$ cat src/rtl/ioq_port_forwarder_pkg.sv
// Shared IOQ header constants and type definitions for the port forwarder.
package ioq_port_forwarder_pkg;

  localparam logic [7:0]  IOQ_CTRL         = 8'hFF;
  localparam int unsigned IOQ_SRC_PORT_POS = 16;
  localparam int unsigned IOQ_DST_PORT_POS = 48;
  localparam int unsigned PORT_W           = 16;

  typedef enum logic [1:0] {
    MODE_PASS  = 2'd0,
    MODE_SWAP  = 2'd1,
    MODE_FLOOD = 2'd2,
    MODE_LOOP  = 2'd3
  } fwd_mode_e;

  typedef enum logic [1:0] {
    ST_IDLE = 2'd0,
    ST_HDR  = 2'd1,
    ST_BODY = 2'd2,
    ST_DROP = 2'd3
  } fwd_state_e;

endpackage

$ cat src/rtl/fallthrough_small_fifo.sv
// Small first-word-fallthrough FIFO: the head entry is visible on dout while not empty.
module fallthrough_small_fifo #(
  parameter int unsigned WIDTH          = 72,
  parameter int unsigned MAX_DEPTH_BITS = 3
) (
  input  logic             clk,
  input  logic             reset,
  input  logic [WIDTH-1:0] din,
  input  logic             wr_en,
  input  logic             rd_en,
  output logic [WIDTH-1:0] dout,
  output logic             full,
  output logic             nearly_full,
  output logic             empty
);

  localparam int unsigned MAX_DEPTH = 1 << MAX_DEPTH_BITS;
  localparam int unsigned PTR_W     = MAX_DEPTH_BITS;
  localparam int unsigned CNT_W     = MAX_DEPTH_BITS + 1;

  logic [WIDTH-1:0] r_mem [MAX_DEPTH];
  logic [PTR_W-1:0] r_wr_ptr;
  logic [PTR_W-1:0] r_rd_ptr;
  logic [CNT_W-1:0] r_depth;
  logic             w_do_wr;
  logic             w_do_rd;

  assign w_do_wr     = wr_en && !full;
  assign w_do_rd     = rd_en && !empty;
  assign dout        = r_mem[r_rd_ptr];
  assign empty       = (r_depth == '0);
  assign full        = (r_depth == CNT_W'(MAX_DEPTH));
  assign nearly_full = (r_depth >= CNT_W'(MAX_DEPTH - 1));

  // Storage array, written on accepted pushes only.
  always_ff @(posedge clk) begin
    if (w_do_wr) begin
      r_mem[r_wr_ptr] <= din;
    end
  end

  // Pointer and occupancy tracking; reset empties the queue.
  always_ff @(posedge clk or posedge reset) begin
    if (reset) begin
      r_wr_ptr <= '0;
      r_rd_ptr <= '0;
      r_depth  <= '0;
    end else begin
      if (w_do_wr) begin
        r_wr_ptr <= r_wr_ptr + PTR_W'(1);
      end
      if (w_do_rd) begin
        r_rd_ptr <= r_rd_ptr + PTR_W'(1);
      end
      case ({w_do_wr, w_do_rd})
        2'b10:   r_depth <= r_depth + CNT_W'(1);
        2'b01:   r_depth <= r_depth - CNT_W'(1);
        default: r_depth <= r_depth;
      endcase
    end
  end

endmodule

$ cat src/rtl/ioq_dst_rewrite.sv
// Combinational destination rewrite from a one-hot MAC source port and a forwarding mode.
module ioq_dst_rewrite
  import ioq_port_forwarder_pkg::*;
#(
  parameter int unsigned NUM_MAC_PORTS = 4
) (
  input  logic [PORT_W-1:0] i_src,
  input  logic [PORT_W-1:0] i_dst,
  input  logic [1:0]        i_mode,
  output logic [PORT_W-1:0] o_dst,
  output logic              o_src_valid
);

  logic [PORT_W-1:0] w_mac_mask;
  logic [PORT_W-1:0] w_swap_dst;

  // Decode the source port index, build the MAC mask and the pair-swapped port.
  always_comb begin
    w_mac_mask  = '0;
    w_swap_dst  = '0;
    o_src_valid = 1'b0;
    for (int unsigned i = 0; i < NUM_MAC_PORTS; i++) begin
      w_mac_mask = w_mac_mask | (PORT_W'(1) << (2 * i));
      if (i_src == (PORT_W'(1) << (2 * i))) begin
        o_src_valid = 1'b1;
        w_swap_dst  = PORT_W'(1) << (2 * (i ^ 1));
      end
    end
  end

  // Select the new destination field by mode.
  always_comb begin
    o_dst = i_dst;
    case (i_mode)
      MODE_PASS:  o_dst = i_dst;
      MODE_SWAP:  o_dst = w_swap_dst;
      MODE_FLOOD: o_dst = w_mac_mask & ~i_src;
      MODE_LOOP:  o_dst = i_src;
      default:    o_dst = i_dst;
    endcase
  end

endmodule

$ cat src/rtl/ioq_port_forwarder.sv
// IOQ packet forwarder: buffers packets, rewrites the header destination, drops bad packets.
module ioq_port_forwarder
  import ioq_port_forwarder_pkg::*;
#(
  parameter int unsigned DATA_WIDTH      = 64,
  parameter int unsigned CTRL_WIDTH      = DATA_WIDTH / 8,
  parameter int unsigned NUM_MAC_PORTS   = 4,
  parameter int unsigned FIFO_DEPTH_BITS = 3,
  parameter int unsigned CNT_WIDTH       = 32
) (
  input  logic                  clk,
  input  logic                  reset,
  input  logic [DATA_WIDTH-1:0] in_data,
  input  logic [CTRL_WIDTH-1:0] in_ctrl,
  input  logic                  in_wr,
  output logic                  in_rdy,
  output logic [DATA_WIDTH-1:0] out_data,
  output logic [CTRL_WIDTH-1:0] out_ctrl,
  output logic                  out_wr,
  input  logic                  out_rdy,
  input  logic [1:0]            cfg_mode,
  input  logic                  cnt_clr,
  output logic [CNT_WIDTH-1:0]  pkt_fwd_cnt,
  output logic [CNT_WIDTH-1:0]  pkt_drop_cnt
);

  localparam int unsigned FIFO_W = CTRL_WIDTH + DATA_WIDTH;

  fwd_state_e            r_state;
  fwd_mode_e             r_mode;
  logic                  r_seen_data;
  logic [DATA_WIDTH-1:0] r_out_data;
  logic [CTRL_WIDTH-1:0] r_out_ctrl;
  logic                  r_out_wr;
  logic [CNT_WIDTH-1:0]  r_fwd_cnt;
  logic [CNT_WIDTH-1:0]  r_drop_cnt;

  logic [FIFO_W-1:0]     w_fifo_dout;
  logic [DATA_WIDTH-1:0] w_head_data;
  logic [CTRL_WIDTH-1:0] w_head_ctrl;
  logic                  w_empty;
  logic                  w_full;
  logic                  w_nearly_full;
  logic                  w_fifo_wr;
  logic                  w_pop;
  logic                  w_head_eop;
  logic                  w_head_is_ioq;
  logic                  w_src_valid;
  logic [PORT_W-1:0]     w_new_dst;
  logic [DATA_WIDTH-1:0] w_hdr_data;
  logic                  w_fwd_inc;
  logic                  w_drop_inc;

  assign w_fifo_wr = in_wr && !w_full;

  fallthrough_small_fifo #(
    .WIDTH          (FIFO_W),
    .MAX_DEPTH_BITS (FIFO_DEPTH_BITS)
  ) u_in_fifo (
    .clk         (clk),
    .reset       (!reset),
    .din         ({in_ctrl, in_data}),
    .wr_en       (w_fifo_wr),
    .rd_en       (w_pop),
    .dout        (w_fifo_dout),
    .full        (w_full),
    .nearly_full (w_nearly_full),
    .empty       (w_empty)
  );

  assign {w_head_ctrl, w_head_data} = w_fifo_dout;

  ioq_dst_rewrite #(
    .NUM_MAC_PORTS (NUM_MAC_PORTS)
  ) u_dst_rewrite (
    .i_src       (w_head_data[IOQ_SRC_PORT_POS +: PORT_W]),
    .i_dst       (w_head_data[IOQ_DST_PORT_POS +: PORT_W]),
    .i_mode      (r_mode),
    .o_dst       (w_new_dst),
    .o_src_valid (w_src_valid)
  );

  assign in_rdy        = !w_nearly_full;
  assign w_head_is_ioq = (w_head_ctrl == CTRL_WIDTH'(IOQ_CTRL));
  assign w_head_eop    = (w_head_ctrl != '0) && r_seen_data;
  assign w_fwd_inc     = (r_state == ST_BODY) && w_pop && w_head_eop;
  assign w_drop_inc    = (r_state == ST_DROP) && w_pop && w_head_eop;

  // Header word with only the destination field replaced.
  always_comb begin
    w_hdr_data = w_head_data;
    w_hdr_data[IOQ_DST_PORT_POS +: PORT_W] = w_new_dst;
  end

  // Pop the head when the current state can consume it; drops ignore backpressure.
  always_comb begin
    w_pop = 1'b0;
    case (r_state)
      ST_HDR, ST_BODY: w_pop = out_rdy && !w_empty;
      ST_DROP:         w_pop = !w_empty;
      default:         w_pop = 1'b0;
    endcase
  end

  // Packet FSM with registered output word and packet counters.
  always_ff @(posedge clk or negedge reset) begin
    if (!reset) begin
      r_state     <= ST_IDLE;
      r_mode      <= MODE_PASS;
      r_seen_data <= 1'b0;
      r_out_data  <= '0;
      r_out_ctrl  <= '0;
      r_out_wr    <= 1'b0;
      r_fwd_cnt   <= '0;
      r_drop_cnt  <= '0;
    end else begin
      r_out_wr <= 1'b0;
      case (r_state)
        ST_IDLE: begin
          r_seen_data <= 1'b0;
          if (!w_empty) begin
            if (w_head_is_ioq && w_src_valid) begin
              r_mode  <= fwd_mode_e'(cfg_mode);
              r_state <= ST_HDR;
            end else begin
              r_state <= ST_DROP;
            end
          end
        end
        ST_HDR: begin
          if (w_pop) begin
            r_out_wr   <= 1'b1;
            r_out_data <= w_hdr_data;
            r_out_ctrl <= w_head_ctrl;
            r_state    <= ST_BODY;
          end
        end
        ST_BODY: begin
          if (w_pop) begin
            r_out_wr   <= 1'b1;
            r_out_data <= w_head_data;
            r_out_ctrl <= w_head_ctrl;
            if (w_head_eop) begin
              r_state     <= ST_IDLE;
              r_seen_data <= 1'b0;
            end else if (w_head_ctrl == '0) begin
              r_seen_data <= 1'b1;
            end
          end
        end
        ST_DROP: begin
          if (w_pop) begin
            if (w_head_eop) begin
              r_state     <= ST_IDLE;
              r_seen_data <= 1'b0;
            end else if (w_head_ctrl == '0) begin
              r_seen_data <= 1'b1;
            end
          end
        end
        default: r_state <= ST_IDLE;
      endcase

      if (cnt_clr) begin
        r_fwd_cnt <= '0;
      end else if (w_fwd_inc) begin
        r_fwd_cnt <= r_fwd_cnt + CNT_WIDTH'(1);
      end

      if (cnt_clr) begin
        r_drop_cnt <= '0;
      end else if (w_drop_inc) begin
        r_drop_cnt <= r_drop_cnt + CNT_WIDTH'(1);
      end
    end
  end

  assign out_data     = r_out_data;
  assign out_ctrl     = r_out_ctrl;
  assign out_wr       = r_out_wr;
  assign pkt_fwd_cnt  = r_fwd_cnt;
  assign pkt_drop_cnt = r_drop_cnt;

endmodule

$ cat config.mk
export PLATFORM = sky130hd
export DESIGN_NAME = ioq_port_forwarder
export DESIGN_NICKNAME = d
export VERILOG_FILES = /design/src/rtl/ioq_port_forwarder_pkg.sv /design/src/rtl/fallthrough_small_fifo.sv /design/src/rtl/ioq_dst_rewrite.sv /design/src/rtl/ioq_port_forwarder.sv
export SDC_FILE = /design/constraint.sdc
export NUM_CORES = 1
export LEC_CHECK = 0
export CAP_MARGIN = 20
export CORE_ASPECT_RATIO = 1.75
export CORE_UTILIZATION = 58
export CTS_CLUSTER_DIAMETER = 100
export CTS_CLUSTER_SIZE = 28
export DETAILED_ROUTE_END_ITERATION = 10
export PLACE_DENSITY = 0.79
export SETUP_SLACK_MARGIN = 0.1
export SLEW_MARGIN = 20
export SYNTH_ARGS = -nofsm -noshare
export SYNTH_HDL_FRONTEND = slang
export SYNTH_SLANG_ARGS = --single-unit
$ cat constraint.sdc
create_clock -name clk -period 10.2 [get_ports clk]
set_input_delay 3.06 -clock clk [delete_from_list [all_inputs] [get_ports clk]]
set_output_delay 3.06 -clock clk [all_outputs]
set_load 0.01 [all_outputs]
==> results.cfg <==
[clock_network]
numCtsBuffers = 29
clock_sinks = 728
clk-insertion-delay-late_ps = 610
path_clk_slew_ps = 100
cts.hold.buffers_added = 0
clk_path_buf_depth = 3
cts_tree = built
cts-resized-gates = 0
cts_htree_levels = 1
post_cts.repair.setup_buffers = 0
cts-root-buf = clkbuf_16

[logic_synthesis]
seq_area_frac_synth = 0.728
synth.distinct_cells = 62
synthMostInstantiatedCell = edfxtp_1
synth.ff_latch_count = 728
yosys.area.top_type_share = 0.597
yosys-top-cells-count = edfxtp_1 (576), dfrtp_1 (152), mux4_2 (135), nand2_1 (128), a21oi_1 (73)
synth_top_area_cell = edfxtp_1
instance_count_of_the_mapped_netlist = 1684
synth_area_mm2 = 0.0290
post_synthesis_mean_instance_area_um2 = 17.2
synth-warning-count = 0
synth-edff-count = 576
yosys-top-cells-area = edfxtp_1 (60%), dfrtp_1 (13%), mux4_2 (10%)
postSynth.asyncResetShare = 0.209
total_nets_after_synthesis = 1774
yosys_most_used_dff = edfxtp_1

[sta]
timing.setup.tns_ps = 0
setup_viol = 0
clock.fmax_ghz = 0.183
timing.max_slew.rel_slack = 0.286
clock_period_minus_final_worst_setup_slack_ps = 5470
max_slew.worst_pin.slew_ps = 1070
rsz_0062_raised_after_global_routing = no
layout_worst_path_cycle_share = 0.537
timing.final.max_slew_violations = 0
timing_hold_violations_final = 0
setup_ws_ps = 4730
clock-skew-final_ps = 24.2

[place]
preCtsSetupSlack_ps = 4030
placed_area_mm2 = 0.0318
gp_congestion = 0.821
numPortBuffers = 216
place_hpwl_um = 39300
post-place-cells = 2502

[drt]
num_vias = 16200
avgRoutedWirePerCell_um = 24.9
dr.pass1.iters = 7
route.antenna.remaining_nets = 0
post_drt_via_cell_ratio = 6.31
totalWireLength_um = 63900
drtIter0Drc = 1343
route.detailed.drc = 0

[worst_setup_path]
rrSetupSlack_ps = 5450
worstSetupEndpointType = register
timing.critical_path.arrival_ps = 5720
timing.setup.critical_path_class = primary input to register
path_max_fanout = 42
required_ps = 10450
critical_path_source_type = primary input
r2r_cells = 8

[floorplanning]
placement_rows = 108
start_util = 0.586
die_height_um = 298
core-area_mm2 = 0.0495
floorplan.die_area_mm2 = 0.0509
io_pins = 217
floorplan.die.width_um = 171

[grt]
grt.overflow.total = 0
grt_antenna_before_repair = 8
grt_pass1_vias = 16700
gr-usage-all-layers = 0.254
grt_start_max_net_pins = 81
grt_pass1_wl_um = 96300

[final_layout]
nets_final = 1967
final_design_area_no_fill_mm2 = 0.0327
multi_input_area_mm2 = 0.00744
final.fill_count = 3294
post_route_cells_drive_above_1_share = 0.120
flow.area_growth_from_synthesis_pct = 12.9
fin_cells = 2562
layout.area.seq_mm2 = 0.0211

[hold_path]
hold_path_depth = 2
worst_min_delay_path_class = register to register

[pwr]
power.leakage_uw = 0.0108
worst_ir_drop_vdd_mv = 0.254
power_dens_cells_mw_per_mm2 = 249

[job]
drv.max_cap_violation_count = 0

[outcome]
status = completed
==> per-stage QoR <==
| step | power, uW | hold slack [ps] | util |
|---|---|---|---|
| floorplan | 5820 | 464 | - |
| global placement | 6700 | 463 | 0.643 |
| detailed placement | 6810 | 471 | 0.643 |
| CTS | 8190 | 495 | 0.660 |
| global route | 8490 | 520 | 0.662 |
| finish | 8130 | 490 | 0.662 |
==> flip-flops by register name (all words and copies together) (netlist names) <==
register,flops
out_ctrl,8
out_data,64
out_wr,1
pkt_drop_cnt,32
pkt_fwd_cnt,32
r_mode,2
r_seen_data,1
r_state,2
u_in_fifo.r_depth,4
u_in_fifo.r_mem,576
u_in_fifo.r_rd_ptr,3
u_in_fifo.r_wr_ptr,3
==> cell type report <==
class / count / share of cell area
sequential: 728 / 0.645
multi-input combinational: 845 / 0.227
inverter: 28 / 0.00321
antenna: 3 / 0.000229
clock buffer: 53 / 0.0249
tap: 660 / 0.0252
timing repair buffer: 245 / 0.0740
==> where the power goes <==
part	total, uW	leakage [uW]	internal (uW)	switching (uW)
sequential	4050	0.00716	3740	316
combinational	2700	0.00327	1210	1480
clock	1380	0.000386	547	838
total	8130	0.0108	5500	2640
==> critical path: stages <==
cell and delay [ps]:
clkdlybuf4s50_1 560, and2_1 250, nand2_1 250, nor2_4 900
buf_4 670
==> final timing paths <==
kind,endpoint,from
worst max-delay path,u_in_fifo.r_mem[7][44],in_wr
min in group asynchronous,pkt_drop_cnt[19],reset
worst max register to register,r_mode[1],u_in_fifo.r_rd_ptr[1]
max in group asynchronous,u_in_fifo.r_rd_ptr[1],reset
worst min register to register,out_data[18],out_data[18]
worst min-delay path,out_data[18],out_data[18]
==> per-layer routing <==
layer  part of all wire  global-route usage
met5             0.0011                   0
met3              0.070              0.0381
met1               0.35               0.296
met4              0.033              0.0950
met2               0.55               0.467
==> kinds of logic after synthesis <==
logic type               synth area share
flip-flops                          0.728
AND/OR/NAND/NOR                    0.0648
AO/OA/AOI/OAI                      0.0521
multiplexers                        0.128
buffers and inverters              0.0176
XOR/XNOR                          0.00514
adder cells (fa/ha/maj)           0.00475
==> placed cells by master, fill, tap and decap left out, types with 4 or more instances in the layout <==
cell | Yosys | routed
nor3_1 | 10 | 6
or3_1 | 47 | 47
o21ai_1 | 28 | 27
nor4_1 | 7 | 6
and4_1 | 5 | 5
a21oi_1 | 73 | 73
xor2_1 | 9 | 9
xnor2_1 | 8 | 8
edfxtp_1 | 576 | 576
o31ai_1 | 12 | 12
ha_1 | 11 | 11
o211ai_1 | 6 | 6
mux4_1 | 4 | 4
nand2_1 | 128 | 128
nor3_2 | 2 | 6
o2111ai_1 | 5 | 4
o221ai_1 | 6 | 6
nand3_1 | 26 | 26
clkbuf_16 | 0 | 29
a31oi_1 | 35 | 35
o21ai_0 | 66 | 66
dfrtp_1 | 152 | 149
nand4_1 | 13 | 13
mux2_2 | 7 | 7
and3_1 | 7 | 7
nor2_1 | 71 | 68
or4b_1 | 11 | 11
o22ai_1 | 7 | 7
buf_4 | 2 | 26
inv_1 | 26 | 26
clkdlybuf4s50_1 | 0 | 214
mux4_2 | 135 | 135
mux2i_1 | 45 | 45
clkbuf_1 | 41 | 24
or4_1 | 22 | 22
(Power assumes the default switching activity.)
